==> config.mk <==
export PLATFORM = sky130hd
export DESIGN_NAME = fetch_unit_flat
export DESIGN_NICKNAME = d
export VERILOG_FILES = /design/src/rtl/fetch_pkg.sv /design/src/rtl/fetch_unit_if.sv /design/src/rtl/fetch_fifo.sv /design/src/rtl/fetch_unit.sv /design/src/flat_wrapper.sv
export SDC_FILE = /design/constraint.sdc
export NUM_CORES = 1
export LEC_CHECK = 0
export ABC_AREA = 1
export BUFFER_PORTS_ARGS = -buffer_cell sky130_fd_sc_hd__buf_2
export CAP_MARGIN = 25
export CORE_MARGIN = 1
export CORE_UTILIZATION = 50
export CTS_BUF_LIST = sky130_fd_sc_hd__clkbuf_4 sky130_fd_sc_hd__clkbuf_8
export DETAILED_ROUTE_END_ITERATION = 10
export HOLD_SLACK_MARGIN = 0.08
export PLACE_DENSITY = 0.75
export SYNTH_ARGS = -nofsm -noshare
export SYNTH_HDL_FRONTEND = slang
export SYNTH_SLANG_ARGS = --single-unit
==> constraint.sdc <==
create_clock -name clk -period 3.95 [get_ports clk]
set_clock_uncertainty 0.1 [all_clocks]
set_input_delay 0.5925 -clock clk [delete_from_list [all_inputs] [get_ports clk]]
set_output_delay 0.5925 -clock clk [all_outputs]
set_load 0.03 [all_outputs]
==> src/rtl/fetch_pkg.sv <==
// Shared types and defaults for the instruction fetch unit.
// `ISIZE sets the instruction width and defaults to 32 bits.
`ifndef ISIZE
`define ISIZE 32
`endif

package fetch_pkg;
   localparam int FIFO_DEPTH_DEFAULT = 4;
   localparam int AW_DEFAULT = 8;

   typedef enum logic [1:0] {
      IDLE,
      RUN,
      DRAIN
   } state_t;

   typedef logic [`ISIZE-1:0] inst_t;
endpackage

==> src/rtl/fetch_unit_if.sv <==
// Instruction-memory read port plus decode handshake, grouped for the fetch unit.
interface fetch_unit_if
   import fetch_pkg::*;
#(
   parameter int AW = AW_DEFAULT
);
   logic          imem_en;
   logic [AW-1:0] imem_addr;
   inst_t         imem_rdata;
   inst_t         inst;
   logic [AW-1:0] inst_pc;
   logic          inst_valid;
   logic          inst_ready;

   modport master (
      output imem_en, imem_addr, inst, inst_pc, inst_valid,
      input  imem_rdata, inst_ready
   );

   modport slave (
      input  imem_en, imem_addr, inst, inst_pc, inst_valid,
      output imem_rdata, inst_ready
   );
endinterface

==> src/rtl/fetch_fifo.sv <==
// Synchronous FIFO of {pc, inst} entries; the head is presented combinationally
// and forced to zero while the buffer is empty.
module fetch_fifo
   import fetch_pkg::*;
#(
   parameter int DEPTH = FIFO_DEPTH_DEFAULT,
   parameter int AW    = AW_DEFAULT
) (
   input  logic                   clk,
   input  logic                   rst,
   input  logic                   push,
   input  logic [AW-1:0]          push_pc,
   input  inst_t                  push_inst,
   input  logic                   pop,
   output logic                   head_valid,
   output logic [AW-1:0]          head_pc,
   output inst_t                  head_inst,
   output logic [$clog2(DEPTH):0] count
);
   localparam int PW = $clog2(DEPTH);
   localparam int CW = PW + 1;
   localparam int EW = AW + $bits(inst_t);

   logic [EW-1:0] mem [DEPTH];
   logic [PW-1:0] wr_ptr;
   logic [PW-1:0] rd_ptr;
   logic [EW-1:0] head;

   // Power-of-two depth lets the pointers wrap naturally.
   always_ff @(posedge clk) begin
      if (rst) begin
         wr_ptr <= '0;
         rd_ptr <= '0;
         count  <= '0;
      end else begin
         if (push) begin
            mem[wr_ptr] <= {push_pc, push_inst};
            wr_ptr      <= wr_ptr + PW'(1);
         end
         if (pop) begin
            rd_ptr <= rd_ptr + PW'(1);
         end
         case ({push, pop})
            2'b10:   count <= count + CW'(1);
            2'b01:   count <= count - CW'(1);
            default: count <= count;
         endcase
      end
   end

   assign head       = mem[rd_ptr];
   assign head_valid = (count != '0);
   assign head_pc    = head_valid ? head[EW-1 -: AW] : '0;
   assign head_inst  = head_valid ? head[$bits(inst_t)-1:0] : '0;
endmodule

==> src/rtl/fetch_unit.sv <==
// Sequential instruction fetcher feeding a small decode buffer.
// Defining FETCH_PERF_EN adds the stall_cycles performance counter output.
module fetch_unit
   import fetch_pkg::*;
#(
   parameter int FIFO_DEPTH = FIFO_DEPTH_DEFAULT,
   parameter int AW         = AW_DEFAULT
) (
   input  logic          clk,
   input  logic          rst,
   input  logic          start,
   input  logic [AW-1:0] prog_len,
   fetch_unit_if.master  bus,
   output logic          busy,
   output logic          done
`ifdef FETCH_PERF_EN
   ,
   output logic [31:0]   stall_cycles
`endif
);
   localparam int CW = $clog2(FIFO_DEPTH) + 1;
   localparam int OW = CW + 1;

   state_t        state;
   logic [AW-1:0] pc;
   logic [AW-1:0] pc_next;
   logic [AW-1:0] len_q;
   logic [AW-1:0] ret_pc;
   logic          imem_en_q;
   logic          rd_pending;
   logic          done_q;
   logic          push;
   logic          pop;
   logic          head_valid;
   logic [AW-1:0] head_pc;
   inst_t         head_inst;
   logic [CW-1:0] fifo_count;
   logic [OW-1:0] count_next;
   logic [OW-1:0] occ_next;

   assign push       = rd_pending;
   assign pop        = head_valid && bus.inst_ready;
   assign pc_next    = pc + AW'(imem_en_q);
   assign count_next = {1'b0, fifo_count} + OW'(push) - OW'(pop);
   // Next cycle's buffer slots plus the read that will be returning then.
   assign occ_next   = count_next + OW'(imem_en_q);

   always_ff @(posedge clk) begin
      if (rst) begin
         state      <= IDLE;
         pc         <= '0;
         len_q      <= '0;
         ret_pc     <= '0;
         imem_en_q  <= 1'b0;
         rd_pending <= 1'b0;
         done_q     <= 1'b0;
      end else begin
         rd_pending <= imem_en_q;
         ret_pc     <= pc;
         case (state)
            IDLE: begin
               if (start) begin
                  pc        <= '0;
                  len_q     <= prog_len;
                  done_q    <= (prog_len == '0);
                  imem_en_q <= (prog_len != '0);
                  if (prog_len != '0) begin
                     state <= RUN;
                  end
               end
            end
            RUN: begin
               pc <= pc_next;
               if (pc_next == len_q) begin
                  state     <= DRAIN;
                  imem_en_q <= 1'b0;
               end else begin
                  imem_en_q <= (occ_next < OW'(FIFO_DEPTH));
               end
            end
            DRAIN: begin
               imem_en_q <= 1'b0;
               if ((count_next == '0) && !imem_en_q) begin
                  state  <= IDLE;
                  done_q <= 1'b1;
               end
            end
            default: begin
               state     <= IDLE;
               imem_en_q <= 1'b0;
            end
         endcase
      end
   end

   fetch_fifo #(
      .DEPTH (FIFO_DEPTH),
      .AW    (AW)
   ) u_fifo (
      .clk        (clk),
      .rst        (rst),
      .push       (push),
      .push_pc    (ret_pc),
      .push_inst  (bus.imem_rdata),
      .pop        (pop),
      .head_valid (head_valid),
      .head_pc    (head_pc),
      .head_inst  (head_inst),
      .count      (fifo_count)
   );

   assign bus.imem_en    = imem_en_q;
   assign bus.imem_addr  = pc;
   assign bus.inst       = head_inst;
   assign bus.inst_pc    = head_pc;
   assign bus.inst_valid = head_valid;
   assign busy           = (state != IDLE);
   assign done           = done_q;

`ifdef FETCH_PERF_EN
   always_ff @(posedge clk) begin
      if (rst || ((state == IDLE) && start)) begin
         stall_cycles <= '0;
      end else if (head_valid && !bus.inst_ready && (stall_cycles != '1)) begin
         stall_cycles <= stall_cycles + 32'd1;
      end
   end
`endif
endmodule

==> src/flat_wrapper.sv <==
// flat-port wrapper written by rule: the top's interface ports become plain ports
module fetch_unit_flat import fetch_pkg::*;
#(
   parameter int FIFO_DEPTH = FIFO_DEPTH_DEFAULT,
   parameter int AW         = AW_DEFAULT
)
  (clk, rst, start, prog_len, busy, done, bus_imem_en, bus_imem_addr, bus_inst, bus_inst_pc, bus_inst_valid, bus_imem_rdata, bus_inst_ready);
  fetch_unit_if #(.AW(AW)) bus_i ();
  input  logic clk;
  input  logic rst;
  input  logic start;
  input  logic [AW-1:0] prog_len;
  output logic busy;
  output logic done;
  output wire logic [$bits(bus_i.imem_en)-1:0] bus_imem_en;
  output wire logic [$bits(bus_i.imem_addr)-1:0] bus_imem_addr;
  output wire logic [$bits(bus_i.inst)-1:0] bus_inst;
  output wire logic [$bits(bus_i.inst_pc)-1:0] bus_inst_pc;
  output wire logic [$bits(bus_i.inst_valid)-1:0] bus_inst_valid;
  input wire logic [$bits(bus_i.imem_rdata)-1:0] bus_imem_rdata;
  input wire logic [$bits(bus_i.inst_ready)-1:0] bus_inst_ready;
  assign bus_imem_en = bus_i.imem_en;
  assign bus_imem_addr = bus_i.imem_addr;
  assign bus_inst = bus_i.inst;
  assign bus_inst_pc = bus_i.inst_pc;
  assign bus_inst_valid = bus_i.inst_valid;
  assign bus_i.imem_rdata = bus_imem_rdata;
  assign bus_i.inst_ready = bus_inst_ready;
  fetch_unit #(.FIFO_DEPTH(FIFO_DEPTH), .AW(AW)) u_core (.clk(clk), .rst(rst), .start(start), .prog_len(prog_len), .bus(bus_i), .busy(busy), .done(done));
endmodule
==> qor.csv <==
metric,value,unit
outcome,"complete, no violations",
worst-path-buf-inv,2,
power_density,644,nW/um^2
drive_gt1_share,17.7,%
die_w,129,um
dieArea,16500,sq um
tightest_slew,0.860,ns
io_pins,96,
power.leakage,0.00337,uW
post_cts_resized,0,
setup_viol,0,
gp_congestion,0.800,
hold_viol,0,
period_share,76.2,%
fmax,0.332,GHz
maxSlewViolCount,0,
yosysTopAreaCellShare,59.9,%
final_nets,879,
drc,0,
final_common_cell,nor2_1,
relSlewSlack,42.7,%
yosys.area.top_type,edfxtp_1,
first_iter_violations,432,
htreeDepth,4,
ctsHoldBuffers,0,
cp_max_fo,80,
io_buffers,95,
syn_nets,790,
power_switching_share,41.2,%
coreArea,15400,sq um
drt-total-wl,15800,um
fillerInstances,1312,
path_cells,buf_4 > nor2_1 > nor2_1 > o21ai_0 > a21oi_1 > buf_2,
cts_buffers,17,
firstDrtPassIters,5,
clock_latency,0.45,ns
end_kind,primary output,
grt_pass1_wl,24800,um
busiest_layer,met2,
viasPerCell,5.16,
max_stage_delay,0.62,ns
final_cell_area,9090,sq um
synth-seq-cells,198,
synthTopCellsByArea,"edfxtp_1, dfxtp_1, nor2_1",
grt_use_met2,31.9,%
multi_input_area,2200,sq um
mostFrequentLayoutCells,"nor2_1, edfxtp_1, buf_2",
root_buffer,clkbuf_8,
p_switching,2410,uW
max_cap_violations,0,
cp_top_family,buffers and inverters,
die_h,129,um
slowest_stage,buf_4,
period_minus_slack,3.01,ns
regArea,5570,sq um
critPathKind,flop to primary output,
synth_seq_area_share,69.4,%
crit_top_cell,nor2_1,
diodes,0,
antenna_found_initial,0,
syn_area,8020,sq um
combPwrFrac,38.9,%
rows,45,
ys_warn_count,0,
setup_tns,0,ns
initial_core_util,52.0,%
grt_usage,19.7,%
area_growth,13.5,%
antenna_left,0,
grt_use_met1,26.9,%
grt_max_degree,81,
cts_sinks,198,
dpl.hpwl,9410,um
critPathArrivalTime,2.32,ns
start_kind,flop,
syn_area_per_cell,10.9,sq um
met3_usage,5.28,%
rsz0062_at_grt,no,
clock_path_buffers,2,
hold_class,input port to flop,
crit_required,3.26,ns
post-cts-setup-buffers,0,
wl_per_cell,15.1,um
internal_power,3440,uW
yosys.cell_types.count,26,
synth_cells,735,
pwr-share-clk,19.4,%
grt-ovfl-total,0,
vias,5407,
cts_tree,yes,
placed_cell_area,8750,sq um
max-vdd-ir-drop,855,uV
cts.clk_slew.worst_paths,0.10,ns
grt_pass1_vias,4879,
seq_power_share,41.7,%
[cell usage after synthesis]
| cell | instances |
|---|---|
| a21oi_1 | 59 |
| buf_1 | 4 |
| clkbuf_1 | 31 |
| dfxtp_1 | 38 |
| edfxtp_1 | 160 |
| fa_1 | 2 |
| ha_1 | 9 |
| inv_1 | 37 |
| inv_2 | 4 |
| nand2_1 | 51 |
| nand3_1 | 25 |
| nand3b_1 | 3 |
| nor2_1 | 195 |
| nor2_2 | 1 |
| nor2_4 | 1 |
| nor3_1 | 1 |
| nor3_2 | 1 |
| nor4_1 | 2 |
| o21ai_0 | 85 |
| o21ai_1 | 13 |
| o21ba_2 | 1 |
| o21bai_1 | 1 |
| o31ai_1 | 2 |
| o32ai_1 | 6 |
| xnor2_1 | 2 |
| xor2_1 | 1 |
[worst paths after layout]
kind                                        from                           endpoint  slack, ns  depth (start not counted)
max reg2reg  u_core.u_fifo.count[2]$_SDFFE_PP0N_    u_core.bus.imem_en$_SDFFE_PP0P_       1.17                         18
min reg2reg             u_core.done$_SDFFE_PP0P_           u_core.done$_SDFFE_PP0P_       0.35                          2
min                            bus_imem_rdata[0]  u_core.u_fifo.mem[2][0]$_DFFE_PP_       0.25                          1
max                                         flop                       bus_inst[31]       0.94                          6
[cell type report]
| class | instances | area share [%] |
|---|---|---|
| clock buffer | 18 | 2.66 |
| inverter | 41 | 1.69 |
| tap | 211 | 2.90 |
| timing repair buffer | 105 | 6.19 |
| sequential | 198 | 61.2 |
| multi-input combinational | 461 | 24.2 |
| clock inverter | 14 | 1.14 |
[metal layers]
metal / routed length (um) / vias up / part of all wire, %
met3: 1020 / 10 / 6.5
met2: 7450 / 153 / 47
met4: 107 / 0 / 0.68
met5: 0 / - / 0
met1: 7200 / 2527 / 46
li1: - / 2717 / -
[logic make-up (layout without fill, tap and decap cells)]
family / Yosys count / in the layout / share of synthesized area (%)
AO/OA/AOI/OAI: 167 / 167 / 10.9
XOR/XNOR: 3 / 3 / 0.328
adder cells (fa/ha/maj): 11 / 11 / 1.90
buffers and inverters: 76 / 178 / 3.56
flip-flops: 198 / 198 / 69.4
AND/OR/NAND/NOR: 280 / 280 / 13.9
[state kept, by name (all words and copies together), names as in the netlist, named ones only]
signal                flops
u_core.bus.imem_addr      8
u_core.bus.imem_en        1
u_core.done               1
u_core.len_q              8
u_core.push               1
u_core.ret_pc             8
u_core.state              2
u_core.u_fifo.count       3
u_core.u_fifo.mem       160
u_core.u_fifo.rd_ptr      2
u_core.u_fifo.wr_ptr      2
[stage by stage]
step	power, uW	instances	util, %	setup slack [ns]	hold slack (ns)
floorplan	4120	735	-	0.709	0.338
detailed placement	4770	1016	56.7	1.08	0.332
finish	5860	1048	59.0	0.941	0.248
CTS	5890	1048	59.0	0.881	0.224
global route	6210	1048	59.0	0.725	0.216
global placement	4740	1016	56.7	1.11	0.330
[worst reg2reg max path: cells and delay by family (launching register included)]
kind,cells,cell delay [ns]
adders and majority gates,2,0.71
AOI/OAI and AO/OA,1,0.13
DFF,1,0.37
and+or+nand+nor,11,1.22
buffers and inverters,4,0.21
[power groups by stage]
stage,Clock (uW),Sequential (uW),Combinational (uW)
after detailed placement,0,2490,2290
after floorplan,0,2490,1630
after global routing,1250,2460,2500
final,1140,2440,2280
after CTS,1160,2440,2290
after global placement,0,2480,2260
Power figures use the tool's default switching activity.
